<file path="src/rtl/lsu_pkg.sv">
// Shared defines package for the core slice.
// Holds the ALU opcode enum, the memory access width encodings used by
// decode and the LSU, the LSU FSM state enum, and a small alignment helper.
package lsu_pkg;

  // ALU operation codes driven by decode.
  typedef enum logic [3:0] {
    ALU_ADD  = 4'h0,
    ALU_SUB  = 4'h1,
    ALU_AND  = 4'h2,
    ALU_OR   = 4'h3,
    ALU_XOR  = 4'h4,
    ALU_SLL  = 4'h5,
    ALU_SRL  = 4'h6,
    ALU_SRA  = 4'h7,
    ALU_SLT  = 4'h8,
    ALU_SLTU = 4'h9
  } alu_op_e;

  // Access width encoding shared by mem_cut (loads) and reg_cut (stores).
  typedef enum logic [1:0] {
    WIDTH_W   = 2'b00,
    WIDTH_H   = 2'b01,
    WIDTH_B   = 2'b10,
    WIDTH_INV = 2'b11
  } width_e;

  // LSU control FSM states. The encoding is also what dbg_state shows.
  typedef enum logic [1:0] {
    ST_IDLE = 2'b00,
    ST_REQ  = 2'b01,
    ST_DONE = 2'b10
  } lsu_state_e;

  // True when the byte offset is naturally aligned for the given width.
  function automatic logic is_aligned(input logic [1:0] width, input logic [1:0] off);
    case (width)
      WIDTH_W: is_aligned = (off == 2'b00);
      WIDTH_H: is_aligned = (off[0] == 1'b0);
      default: is_aligned = 1'b1;
    endcase
  endfunction

endpackage

</file>
<file path="src/rtl/lsu_align.sv">
// Combinational lane steering for the LSU.
// Store side: from the request width/offset and raw store data, produce the
//   bus byte enables (st_be) and the lane-replicated store data (st_lanes).
// Load side: from the registered width/offset/extension and raw bus read
//   data, produce the load result shifted to bit 0 and sign/zero extended.
// Offsets presented here are already forced aligned (low bits cleared for
// half/word), so half lanes are always 0 or 2.
module lsu_align
  import lsu_pkg::*;
(
  input  logic [1:0]  st_width,
  input  logic [1:0]  st_off,
  input  logic [31:0] st_data,
  output logic [3:0]  st_be,
  output logic [31:0] st_lanes,
  input  logic [1:0]  ld_width,
  input  logic [1:0]  ld_off,
  input  logic        ld_ext,
  input  logic [31:0] ld_raw,
  output logic [31:0] ld_data
);

  logic [31:0] ld_shift;

  always_comb begin
    st_be    = 4'b0000;
    st_lanes = st_data;
    case (st_width)
      WIDTH_B: begin
        st_be    = 4'b0001 << st_off;
        st_lanes = {4{st_data[7:0]}};
      end
      WIDTH_H: begin
        st_be    = 4'b0011 << {st_off[1], 1'b0};
        st_lanes = {2{st_data[15:0]}};
      end
      WIDTH_W: st_be = 4'b1111;
      default: st_be = 4'b0000;
    endcase
  end

  always_comb begin
    ld_shift = ld_raw >> {ld_off, 3'b000};
    case (ld_width)
      WIDTH_B: ld_data = {{24{ld_ext & ld_shift[7]}}, ld_shift[7:0]};
      WIDTH_H: ld_data = {{16{ld_ext & ld_shift[15]}}, ld_shift[15:0]};
      WIDTH_W: ld_data = ld_raw;
      default: ld_data = 32'h0;
    endcase
  end

endmodule

</file>
<file path="src/rtl/lsu.sv">
// Load/store unit: turns a decode-stage load or store into a single bus
// transaction and returns the aligned, extended load result.
// Ports:
//   clk, rst_n                 clock, asynchronous active-low reset
//   mem_read, mem_write        load / store request from decode
//   mem_cut, reg_cut           load / store width (W=00 H=01 B=10 invalid=11)
//   ext_os                     load extension: 1 sign, 0 zero
//   addr, wdata                byte address, store data
//   stall                      hold the pipeline while a transaction is open
//   rdata, done, err           load result, completion pulse, illegal-access pulse
//   bus_*                      word-aligned request/ack memory bus
//   dbg_state                  current FSM state (lsu_state_e encoding)
// Build option: define LSU_MISALIGN_TRAP_EN to report misaligned half/word
// accesses as err; otherwise the low address bits are ignored for them.
// Bus handshake: bus_req rises the cycle after a request is accepted and all
// bus_* request fields stay constant until the cycle bus_ack is seen high;
// bus_req drops the following cycle. done and err are registered pulses.
module lsu
  import lsu_pkg::*;
(
  input  logic        clk,
  input  logic        rst_n,
  input  logic        mem_read,
  input  logic        mem_write,
  input  logic [1:0]  mem_cut,
  input  logic [1:0]  reg_cut,
  input  logic        ext_os,
  input  logic [31:0] addr,
  input  logic [31:0] wdata,
  output logic        stall,
  output logic [31:0] rdata,
  output logic        done,
  output logic        err,
  output logic        bus_req,
  output logic        bus_we,
  output logic [31:0] bus_addr,
  output logic [3:0]  bus_be,
  output logic [31:0] bus_wdata,
  input  logic        bus_ack,
  input  logic [31:0] bus_rdata,
  output logic [1:0]  dbg_state
);

  lsu_state_e  state_q, state_d;
  logic        bus_req_q, bus_req_d;
  logic        bus_we_q, bus_we_d;
  logic [31:0] bus_addr_q, bus_addr_d;
  logic [3:0]  bus_be_q, bus_be_d;
  logic [31:0] bus_wdata_q, bus_wdata_d;
  logic [1:0]  width_q, width_d;
  logic [1:0]  off_q, off_d;
  logic        ext_q, ext_d;
  logic [31:0] rdata_q, rdata_d;
  logic        done_q, done_d;
  logic        err_q, err_d;

  logic [1:0]  sel_cut;
  logic [1:0]  eff_off;
  logic        one_op;
  logic        legal_w;
  logic        mis_err;
  logic        accept;
  logic        bad_req;
  logic [3:0]  st_be;
  logic [31:0] st_lanes;
  logic [31:0] ld_data;

  // Request decode, only acted on in IDLE.
  always_comb begin
    sel_cut = mem_read ? mem_cut : reg_cut;
    one_op  = mem_read ^ mem_write;
    legal_w = (sel_cut != WIDTH_INV);
    // Offset actually used: half/word ignore the sub-width address bits.
    case (sel_cut)
      WIDTH_B: eff_off = addr[1:0];
      WIDTH_H: eff_off = {addr[1], 1'b0};
      default: eff_off = 2'b00;
    endcase
`ifdef LSU_MISALIGN_TRAP_EN
    mis_err = one_op & legal_w & ~is_aligned(sel_cut, addr[1:0]);
`else
    mis_err = 1'b0;
`endif
    accept  = one_op & legal_w & ~mis_err;
    bad_req = (mem_read & mem_write) | ((mem_read | mem_write) & ~legal_w) | mis_err;
  end

  lsu_align u_align (
    .st_width (sel_cut),
    .st_off   (eff_off),
    .st_data  (wdata),
    .st_be    (st_be),
    .st_lanes (st_lanes),
    .ld_width (width_q),
    .ld_off   (off_q),
    .ld_ext   (ext_q),
    .ld_raw   (bus_rdata),
    .ld_data  (ld_data)
  );

  always_comb begin
    state_d     = state_q;
    bus_req_d   = bus_req_q;
    bus_we_d    = bus_we_q;
    bus_addr_d  = bus_addr_q;
    bus_be_d    = bus_be_q;
    bus_wdata_d = bus_wdata_q;
    width_d     = width_q;
    off_d       = off_q;
    ext_d       = ext_q;
    rdata_d     = rdata_q;
    done_d      = 1'b0;
    err_d       = 1'b0;
    case (state_q)
      ST_IDLE: begin
        if (accept) begin
          state_d     = ST_REQ;
          bus_req_d   = 1'b1;
          bus_we_d    = mem_write;
          bus_addr_d  = {addr[31:2], 2'b00};
          bus_be_d    = st_be;
          bus_wdata_d = mem_write ? st_lanes : 32'h0;
          width_d     = sel_cut;
          off_d       = eff_off;
          ext_d       = ext_os;
        end else if (bad_req) begin
          err_d = 1'b1;
        end
      end
      ST_REQ: begin
        if (bus_ack) begin
          state_d   = ST_DONE;
          bus_req_d = 1'b0;
          done_d    = 1'b1;
          if (!bus_we_q) rdata_d = ld_data;
        end
      end
      ST_DONE: state_d = ST_IDLE;
      default: state_d = ST_IDLE;
    endcase
  end

  always_ff @(posedge clk or negedge rst_n) begin
    if (!rst_n) begin
      state_q     <= ST_IDLE;
      bus_req_q   <= 1'b0;
      bus_we_q    <= 1'b0;
      bus_addr_q  <= 32'h0;
      bus_be_q    <= 4'h0;
      bus_wdata_q <= 32'h0;
      width_q     <= 2'b00;
      off_q       <= 2'b00;
      ext_q       <= 1'b0;
      rdata_q     <= 32'h0;
      done_q      <= 1'b0;
      err_q       <= 1'b0;
    end else begin
      state_q     <= state_d;
      bus_req_q   <= bus_req_d;
      bus_we_q    <= bus_we_d;
      bus_addr_q  <= bus_addr_d;
      bus_be_q    <= bus_be_d;
      bus_wdata_q <= bus_wdata_d;
      width_q     <= width_d;
      off_q       <= off_d;
      ext_q       <= ext_d;
      rdata_q     <= rdata_d;
      done_q      <= done_d;
      err_q       <= err_d;
    end
  end

  // Stall covers the accepting IDLE cycle combinationally; reset forces it low.
  assign stall     = rst_n & (((state_q == ST_IDLE) & accept) | (state_q == ST_REQ));
  assign rdata     = rdata_q;
  assign done      = done_q;
  assign err       = err_q;
  assign bus_req   = bus_req_q;
  assign bus_we    = bus_we_q;
  assign bus_addr  = bus_addr_q;
  assign bus_be    = bus_be_q;
  assign bus_wdata = bus_wdata_q;
  assign dbg_state = state_q;

endmodule

</file>
<file path="config.mk">
export PLATFORM = sky130hd
export DESIGN_NAME = lsu
export DESIGN_NICKNAME = d
export VERILOG_FILES = /design/src/rtl/lsu_pkg.sv /design/src/rtl/lsu_align.sv /design/src/rtl/lsu.sv
export SDC_FILE = /design/constraint.sdc
export NUM_CORES = 1
export LEC_CHECK = 0
export ABC_AREA = 1
export BUFFER_PORTS_ARGS = -buffer_cell sky130_fd_sc_hd__buf_4
export CAP_MARGIN = 20
export CELL_PAD_IN_SITES_DETAIL_PLACEMENT = 0
export CELL_PAD_IN_SITES_GLOBAL_PLACEMENT = 2
export CORE_ASPECT_RATIO = 1.4
export CORE_UTILIZATION = 28
export DETAILED_ROUTE_END_ITERATION = 7
export PLACE_DENSITY_LB_ADDON = 0.1
export SETUP_SLACK_MARGIN = 0.15
export SYNTH_ARGS = -nofsm -noshare
export SYNTH_HDL_FRONTEND = slang
export SYNTH_SLANG_ARGS = --single-unit
</file>
<file path="constraint.sdc">
create_clock -name clk -period 4.16 [get_ports clk]
set_input_delay 0.832 -clock clk [delete_from_list [all_inputs] [get_ports clk]]
set_output_delay 0.832 -clock clk [all_outputs]
set_load 0.005 [all_outputs]
</file>
Yosys cells after proc, flatten, opt, wreduce, memory -nomap -nowiden
Index checks and enable logic that the tools add are counted.
{"block": "classes", "n_eq_ne": 8, "shift": 3, "n_mux": 17, "bitwise": 13, "reduce_logical": 8}
{"op": "$pmux 32 s3", "n": 1}
{"op": "$pmux 32 s2", "n": 1}
{"op": "$mux 32", "n": 1}
{"op": "$shr 32x5->16", "n": 1}
{"op": "$pmux 4 s3", "n": 1}
{"op": "$pmux 2 s2", "n": 2}
{"op": "$and 1x1->1", "n": 7}
{"op": "$mux 1", "n": 7}
{"op": "$eq 2x1->1 const B", "n": 3}
{"op": "$logic_not 2->1", "n": 3}
{"op": "$mux 2", "n": 3}
{"op": "$ne 2x2->1 const B", "n": 3}
{"op": "$reduce_and 3->1", "n": 2}
{"op": "$eq 2x2->1 const B", "n": 2}
{"op": "$reduce_and 2->1", "n": 2}
{"op": "$shl 1x2->4 const A", "n": 1}
{"op": "$shl 2x2->4 const A", "n": 1}
{"op": "$or 1x1->1", "n": 3}
{"op": "$not 1->1", "n": 2}
{"op": "$pmux 1 s2", "n": 1}
{"op": "$reduce_bool 2->1", "n": 1}
{"op": "$xor 1x1->1", "n": 1}
{"block": "word_totals", "regBits": 109, "output_inout_bits": 107}

Logic depth before layout (Yosys ltp)
Gate-level depths: netlist (run 1).
{"block": "depth", "ltp_word": 8, "mapped_depth": 12, "depth_no_buf": 12}

By module
Synthesis (run 1) repeated with hierarchy kept, for this count alone.
{"block": "hier_totals", "cells_unflattened": 873, "area_unflattened_um2": 6237.2}
{"module": "lsu", "n_inst": 1, "cells_per_inst": 540, "area_per_inst_um2": 4689.5}
{"module": "lsu_align", "n_inst": 1, "cells_per_inst": 333, "area_per_inst_um2": 1547.7}

Worst setup path after synthesis (run 1)
OpenSTA, ideal clock, no wires.
{"block": "synth_timing", "path_type": "input-to-output", "from": "input mem_read", "to": "output stall", "arrival_ps": 2281, "t_required_ps": 3328, "path_slack_ps": 1047, "stages": 9, "n_path_buf": 1, "cell_sequence": "inv_1 or2_2 o21ai_0 inv_1 ha_1 nor2_1 nand2_2 buf_2 a21boi_0"}
{"block": "synth_via", "elab_chain_cells": 6, "word_cells_on_any_way": 7}
{"element": "start, declared", "line": "lsu.sv:23", "source": "input logic mem_read,"}
{"element": "$mux 2", "line": "lsu.sv:70", "source": "sel_cut = mem_read ? mem_cut : reg_cut;"}
{"element": "via sel_cut[0]", "line": "lsu.sv:57", "source": "logic [1:0] sel_cut;"}
{"element": "$ne 2x2->1", "line": "lsu.sv:72", "source": "legal_w = (sel_cut != WIDTH_INV);"}
{"element": "$and 1x1->1", "line": "lsu.sv:84", "source": "accept = one_op & legal_w & ~mis_err;"}
{"element": "$and 1x1->1", "line": "lsu.sv:174", "source": "assign stall = rst_n & (((state_q == ST_IDLE) & accept) | (state_q == ST_REQ));"}
{"element": "$or 1x1->1", "line": "lsu.sv:174"}
{"element": "$and 1x1->1", "line": "lsu.sv:174"}
{"element": "end, declared", "line": "lsu.sv:30", "source": "output logic stall,"}
The timed path passes the listed nets, and every way through them passes these cells.

Final worst setup path (run 1)
Ends and elaborated chain as after synthesis.

==> results of run 1 <==
metal layers:
metal	vias to the layer above	routed length, um	GRT usage [%]
li1	2668	-	-
met2	136	9445	33.17
met4	0	261	5.598
met3	15	948	4.178
met5	-	0	0
met1	2546	7197	20.82
worst paths after layout:
kind / to / slack [ns]
worst min-delay path: rdata[16]$_DFFE_PN0P_ / 0.43
max in group asynchronous: rdata[8]$_DFFE_PN0P_ / 2.34
worst max register to register: rdata[15]$_DFFE_PN0P_ / 1.74
min in group clk: rdata[26]$_DFFE_PN0P_ / 0.48
worst min register to register: rdata[26]$_DFFE_PN0P_ / 0.48
worst max-delay path: stall / 0.90
synth_stat cells:
cell type  number  share of area, %
nand3_1        29               2.7
conb_1          1             0.069
a22o_1          1              0.16
buf_2          16               1.5
nand3_2         2              0.37
o21ai_0        69               6.3
or2_2           2              0.23
xor2_1          1              0.16
nand2_1       336                23
a21boi_0        1              0.14
buf_4           7              0.96
o22ai_1         5              0.57
buf_6           1              0.21
nor2_2          2              0.23
nor4_1          1              0.11
inv_1          38               2.6
nor2_4          1              0.21
dfrtp_1       109                50
clkinv_2        1             0.092
inv_2           4              0.28
clkbuf_1       18               1.2
a21oi_1        15               1.4
nand2_2         2              0.23
nor2_1         44               3.0
o21ai_1         5              0.46
o211ai_1       14               1.9
ha_1            7               1.6
through the flow:
step                      power [uW]  utilization (%)
after floorplan                 2671                -
after global placement          3733            37.51
after detailed placement        3744            37.51
after CTS                       4727            39.24
after global routing            5025            39.24
final                           4627            39.24
report_power, final:
part | switching (uW) | leakage [uW] | internal [uW]
logic | 995 | 0.00261 | 915
registers | 287 | 0.00139 | 1480
clock network | 455 | 0.000159 | 489
cell families (layout without fill, tap and decap cells):
logic type               after synthesis  after routing  share of synthesized area, %
AO/OA/AOI/OAI                        110            110                         10.98
XOR/XNOR                               1              1                        0.1608
adder cells (fa/ha/maj)                7              7                         1.608
buffers and inverters                 85            276                         6.869
flip-flops                           109            109                         50.08
other                                  1              2                       0.06885
AND/OR/NAND/NOR                      419            419                         30.23
final cells by class:
type / count / area share, %
tap: 248 / 4.131
multi-input combinational: 539 / 31.30
clock buffer: 9 / 2.999
clock inverter: 7 / 1.399
sequential: 109 / 36.32
inverter: 43 / 2.166
timing repair buffer: 217 / 21.69
worst reg2reg max path: stages (launching register included):
cell      delay, ns
dfrtp_1        0.80
clkinv_2       0.41
nand3_1        0.24
nand3_2        0.44
nand3_1        0.26
nand2_1        0.11
nand2_1        0.09
flip-flops by register name, summed over array words and instances, names as in the netlist, 2 cells and up:
| name | count |
|---|---|
| dbg_state | 2 |
| bus_wdata | 32 |
| rdata | 32 |
| bus_be | 4 |
| bus_addr | 30 |
| width_q | 2 |
| off_q | 2 |
==> impl_metrics.json, run 1 <==
{
  "ctsResizeCount": 0,
  "dieArea_sq_um": 20020,
  "syn_inst": 732,
  "finalHoldViolations": 0,
  "finalInstanceArea_sq_um": 7511,
  "avgViaCountPerCell": 4.578,
  "cts_tree": "built",
  "slowest_stage": "or2_2",
  "path_buf_inv": 4,
  "ant_nets": 0,
  "core_sq_um": 19140,
  "ys_ff_latch": 109,
  "seq_area_sq_um": 2728,
  "r2r_start": "off_q[1]$_DFFE_PN0P_",
  "min_period_ns": 3.261,
  "fin_cells": 1172,
  "start_kind": "input port",
  "slew_violations": 0,
  "cts_root_buf": "clkbuf_16",
  "drc": 0,
  "setup_viol": 0,
  "postCtsSetupBuffers": 0,
  "reg2regPathDepth": 6,
  "period_share_pct": 78.38,
  "max_freq_mhz": 306.7,
  "grt_pass1_vias": 5256,
  "place_ws_ns": 0.8407,
  "insertion_delay_ns": 0.36,
  "antenna_found_initial": 0,
  "area.growth.synth_to_final_pct": 37.90,
  "syn-cell-area_sq_um": 5446,
  "avgRoutedWirePerCell_um": 15.23,
  "ir_drop_mv": 0.2343,
  "path_clk_slew_ns": 0.08,
  "final_common_cell": "nand2_1",
  "path_cells": "buf_4 > inv_1 > or2_2 > o21ai_0 > inv_1 > ha_1 > nor2_1 > nand2_2 > a21boi_0 > buf_4",
  "postCtsHoldBufs": 0,
  "die_w_um": 119.9,
  "status": "completed",
  "grt_first_pass_wirelength_um": 28290,
  "routed_wl_um": 17850,
  "critical_path_arrival_ns": 2.43,
  "placed_cell_area_sq_um": 7181,
  "worst_slew_pin_slew_ns": 0.9893,
  "relSlewSlack_pct": 34.05,
  "maxCapViolations": 0,
  "fin_setup_tns_ns": 0,
  "finalNetCount": 1032,
  "critPathMaxFanout": 4,
  "yosysWarnings": 0,
  "drtIter0Drc": 265,
  "rsz0062_at_grt": "no",
  "cts_made_buffers": 9,
  "dr.pass1.iters": 6,
  "worstPathRequired_ns": 3.33,
  "timing.hold.ws_ns": 0.4349,
  "crit_path_end_kind": "output pin",
  "ctsLongestPathBuffers": 2,
  "grt-ovfl-total": 0,
  "initial_core_util_pct": 28.45,
  "crit_cells": 10,
  "syn_area_per_cell_sq_um": 7.441,
  "routed-via-count": 5365,
  "antennaDiodeCount": 0,
  "cts_max_level": 3,
  "die_h_um": 167.0,
  "hold_path_class": "input port to async pin",
  "multi_input_area_sq_um": 2351,
  "grt_usage_pct": 18.22,
  "synth_cell_type_count": 27,
  "drive_above_1_share_pct": 26.84,
  "hpwlAfterDp_um": 12990,
  "ios": 213,
  "worstSetupPathType": "input port to output pin",
  "layout_setup_ws_ns": 0.8992,
  "startpoint": "mem_read",
  "crit_path_max_incr_delay_ns": 0.26,
  "clock-sinks": 109,
  "final_cell_mix": "336 x nand2_1, 217 x buf_4, 109 x dfrtp_1, 69 x o21ai_0, 43 x nor2_1",
  "portBuffers": 210,
  "grt_max_degree": 75,
  "ys_seq_area_share_pct": 50.08,
  "placementRows": 60,
  "crit_family": "simple AND/OR/NAND/NOR gates",
  "fillers": 2075,
  "dp.cells": 1156,
  "skew_ns": 0.01145,
  "leakage_uw": 0.004155,
  "powerDensity_nw_per_um2": 616.0,
  "gp_congestion": 0.7614
}
Note: power is estimated with default switching activity, not from simulation.
==> inputs of run 2 (changes only) <==
--- a/config.mk
+++ b/config.mk
@@ -11,7 +11,7 @@
 export CELL_PAD_IN_SITES_DETAIL_PLACEMENT = 0
 export CELL_PAD_IN_SITES_GLOBAL_PLACEMENT = 2
 export CORE_ASPECT_RATIO = 1.4
-export CORE_UTILIZATION = 28
+export CORE_UTILIZATION = 26
 export DETAILED_ROUTE_END_ITERATION = 7
 export PLACE_DENSITY_LB_ADDON = 0.1
 export SETUP_SLACK_MARGIN = 0.15
==> constraint.sdc (replaced) <==
create_clock -name clk -period 3.4 [get_ports clk]
set_input_delay 0.68 -clock clk [delete_from_list [all_inputs] [get_ports clk]]
set_output_delay 0.68 -clock clk [all_outputs]
set_load 0.005 [all_outputs]
==> run 2 against run 1 <==
Compared with the run above: global-route usage is 0.63 points lower; clock skew is 0.0027 ns lower; cell count is 1.5% higher; critical path type unchanged; highest routed layer unchanged.
==> impl_metrics.json, run 2 (synthesis results as in run 1) <==
{
  "grt-ovfl-total": 0,
  "seq_area_sq_um": 2728,
  "cts_max_level": 3,
  "grt_pass1_vias": 5411,
  "maxCapViolations": 0,
  "hold_path_class": "register to register",
  "critical_path_arrival_ns": 2.27,
  "min_from": "rdata[20]$_DFFE_PN0P_",
  "routed-via-count": 5364,
  "portBuffers": 210,
  "multi_input_area_sq_um": 2351,
  "max_freq_mhz": 339.3,
  "min_period_ns": 2.948,
  "initial_core_util_pct": 26.49,
  "fin_setup_tns_ns": 0,
  "final_common_cell": "nand2_1",
  "reg2reg_to": "rdata[11]$_DFFE_PN0P_",
  "ios": 213,
  "die_h_um": 173.3,
  "min_to": "rdata[20]$_DFFE_PN0P_",
  "core_sq_um": 20560,
  "cts_root_buf": "clkbuf_16",
  "critPathMaxFanout": 4,
  "antenna_found_initial": 0,
  "die_w_um": 124.3,
  "drtIter0Drc": 219,
  "area.growth.synth_to_final_pct": 39.12,
  "dp.cells": 1168,
  "finalHoldViolations": 0,
  "slew_violations": 0,
  "routed_wl_um": 18690,
  "worstSetupPathType": "input port to output pin",
  "reg2regPathDepth": 7,
  "avgViaCountPerCell": 4.511,
  "path_cells": "buf_4 > inv_1 > or2_2 > o21ai_0 > inv_1 > ha_1 > nor2_1 > nand2_2 > a21boi_0 > buf_4",
  "antennaDiodeCount": 0,
  "rsz0062_at_grt": "no",
  "relSlewSlack_pct": 38.97,
  "drive_above_1_share_pct": 27.44,
  "r2r_slack_ns": 1.41,
  "fin_cells": 1189,
  "hpwlAfterDp_um": 13740,
  "final_cell_mix": "336 x nand2_1, 225 x buf_4, 109 x dfrtp_1, 69 x o21ai_0, 43 x nor2_1",
  "gp_congestion": 0.7775,
  "status": "completed",
  "slowest_stage": "or2_2",
  "postCtsHoldBufs": 0,
  "crit_path_max_incr_delay_ns": 0.26,
  "grt_usage_pct": 17.59,
  "clock-sinks": 109,
  "grt_max_degree": 81,
  "ant_nets": 0,
  "finalNetCount": 1041,
  "ctsResizeCount": 0,
  "period_share_pct": 86.69,
  "placementRows": 62,
  "worstPathRequired_ns": 2.72,
  "cts_made_buffers": 9,
  "skew_ns": 0.008714,
  "path_clk_slew_ns": 0.08,
  "avgRoutedWirePerCell_um": 15.72,
  "setup_viol": 0,
  "dieArea_sq_um": 21540,
  "ctsLongestPathBuffers": 2,
  "crit_family": "simple AND/OR/NAND/NOR gates",
  "dr.pass1.iters": 4,
  "r2r_start": "off_q[0]$_DFFE_PN0P_",
  "crit_path_end_kind": "output pin",
  "ir_drop_mv": 0.2894,
  "cts_tree": "built",
  "grt_first_pass_wirelength_um": 29440,
  "start_kind": "input port",
  "path_buf_inv": 4,
  "worst_slew_pin_slew_ns": 0.9155,
  "powerDensity_nw_per_um2": 754.3,
  "hold_path_depth": 2,
  "drc": 0,
  "insertion_delay_ns": 0.37,
  "fillers": 2234,
  "leakage_uw": 0.004192
}
-- run 2: power breakdown --
| part | switching [uW] | internal, uW |
|---|---|---|
| combinational | 1250 | 1160 |
| clock | 550 | 589 |
| sequential | 351 | 1820 |
-- run 2: worst register-to-register path: cells and delay by family (launching register included) --
family        cells  cell delay, ns
flops             1            0.39
simple gates      6            1.17
buf+inv           1            0.37
-- run 2: cell type report --
type,instances,area share [%]
repair buffers,226,22.49
inverters,43,2.147
multi-input cells,539,31.03
clock buffers,10,3.022
flip-flops and latches,109,36.00
clock inverters,6,1.090
well taps,256,4.227
-- run 2: how the worst max path moves through the flow --
stage,end,startpoint,cells after the start,slack (ns)
after CTS,bus_wdata[19]$_DFFE_PN0P_,mem_read,12,0.43
final,stall,mem_read,10,0.45
after global routing,stall,mem_read,10,0.25
after floorplan,stall,mem_read,9,0.59
after global placement,bus_wdata[18]$_DFFE_PN0P_,mem_read,12,0.20
after detailed placement,bus_wdata[19]$_DFFE_PN0P_,mem_read,12,0.05
-- run 2: metal layers --
metal  vias up  global-route usage (%)  wire [um]
li1       2686                       -          -
met1      2520                   20.12       7441
met2       141                   32.09      10060
met3        17                   3.858        872
met4         0                   5.723        321
met5         -                       0          0
-- run 2: timing repair --
item / in CTS / in global routing
setup endpoints to repair: 0 / 6
hold endpoints to repair: 0 / 0
setup buffers: 0 / 4
-- run 2: per-stage QoR --
stage               total power [uW]  instance area, sq um  util [%]  worst slack, ns  hold WS (ns)
finish                          5716                  7577     36.86           0.4524        0.4811
CTS                             5805                  7532     36.64           0.4251        0.4874
global placement                4611                  7221     35.12           0.1979        0.4636
global route                    6171                  7577     36.86           0.2541        0.4959
detailed placement              4628                  7221     35.12          0.04679        0.4659
floorplan                       3267                  5450         -           0.5914        0.3844
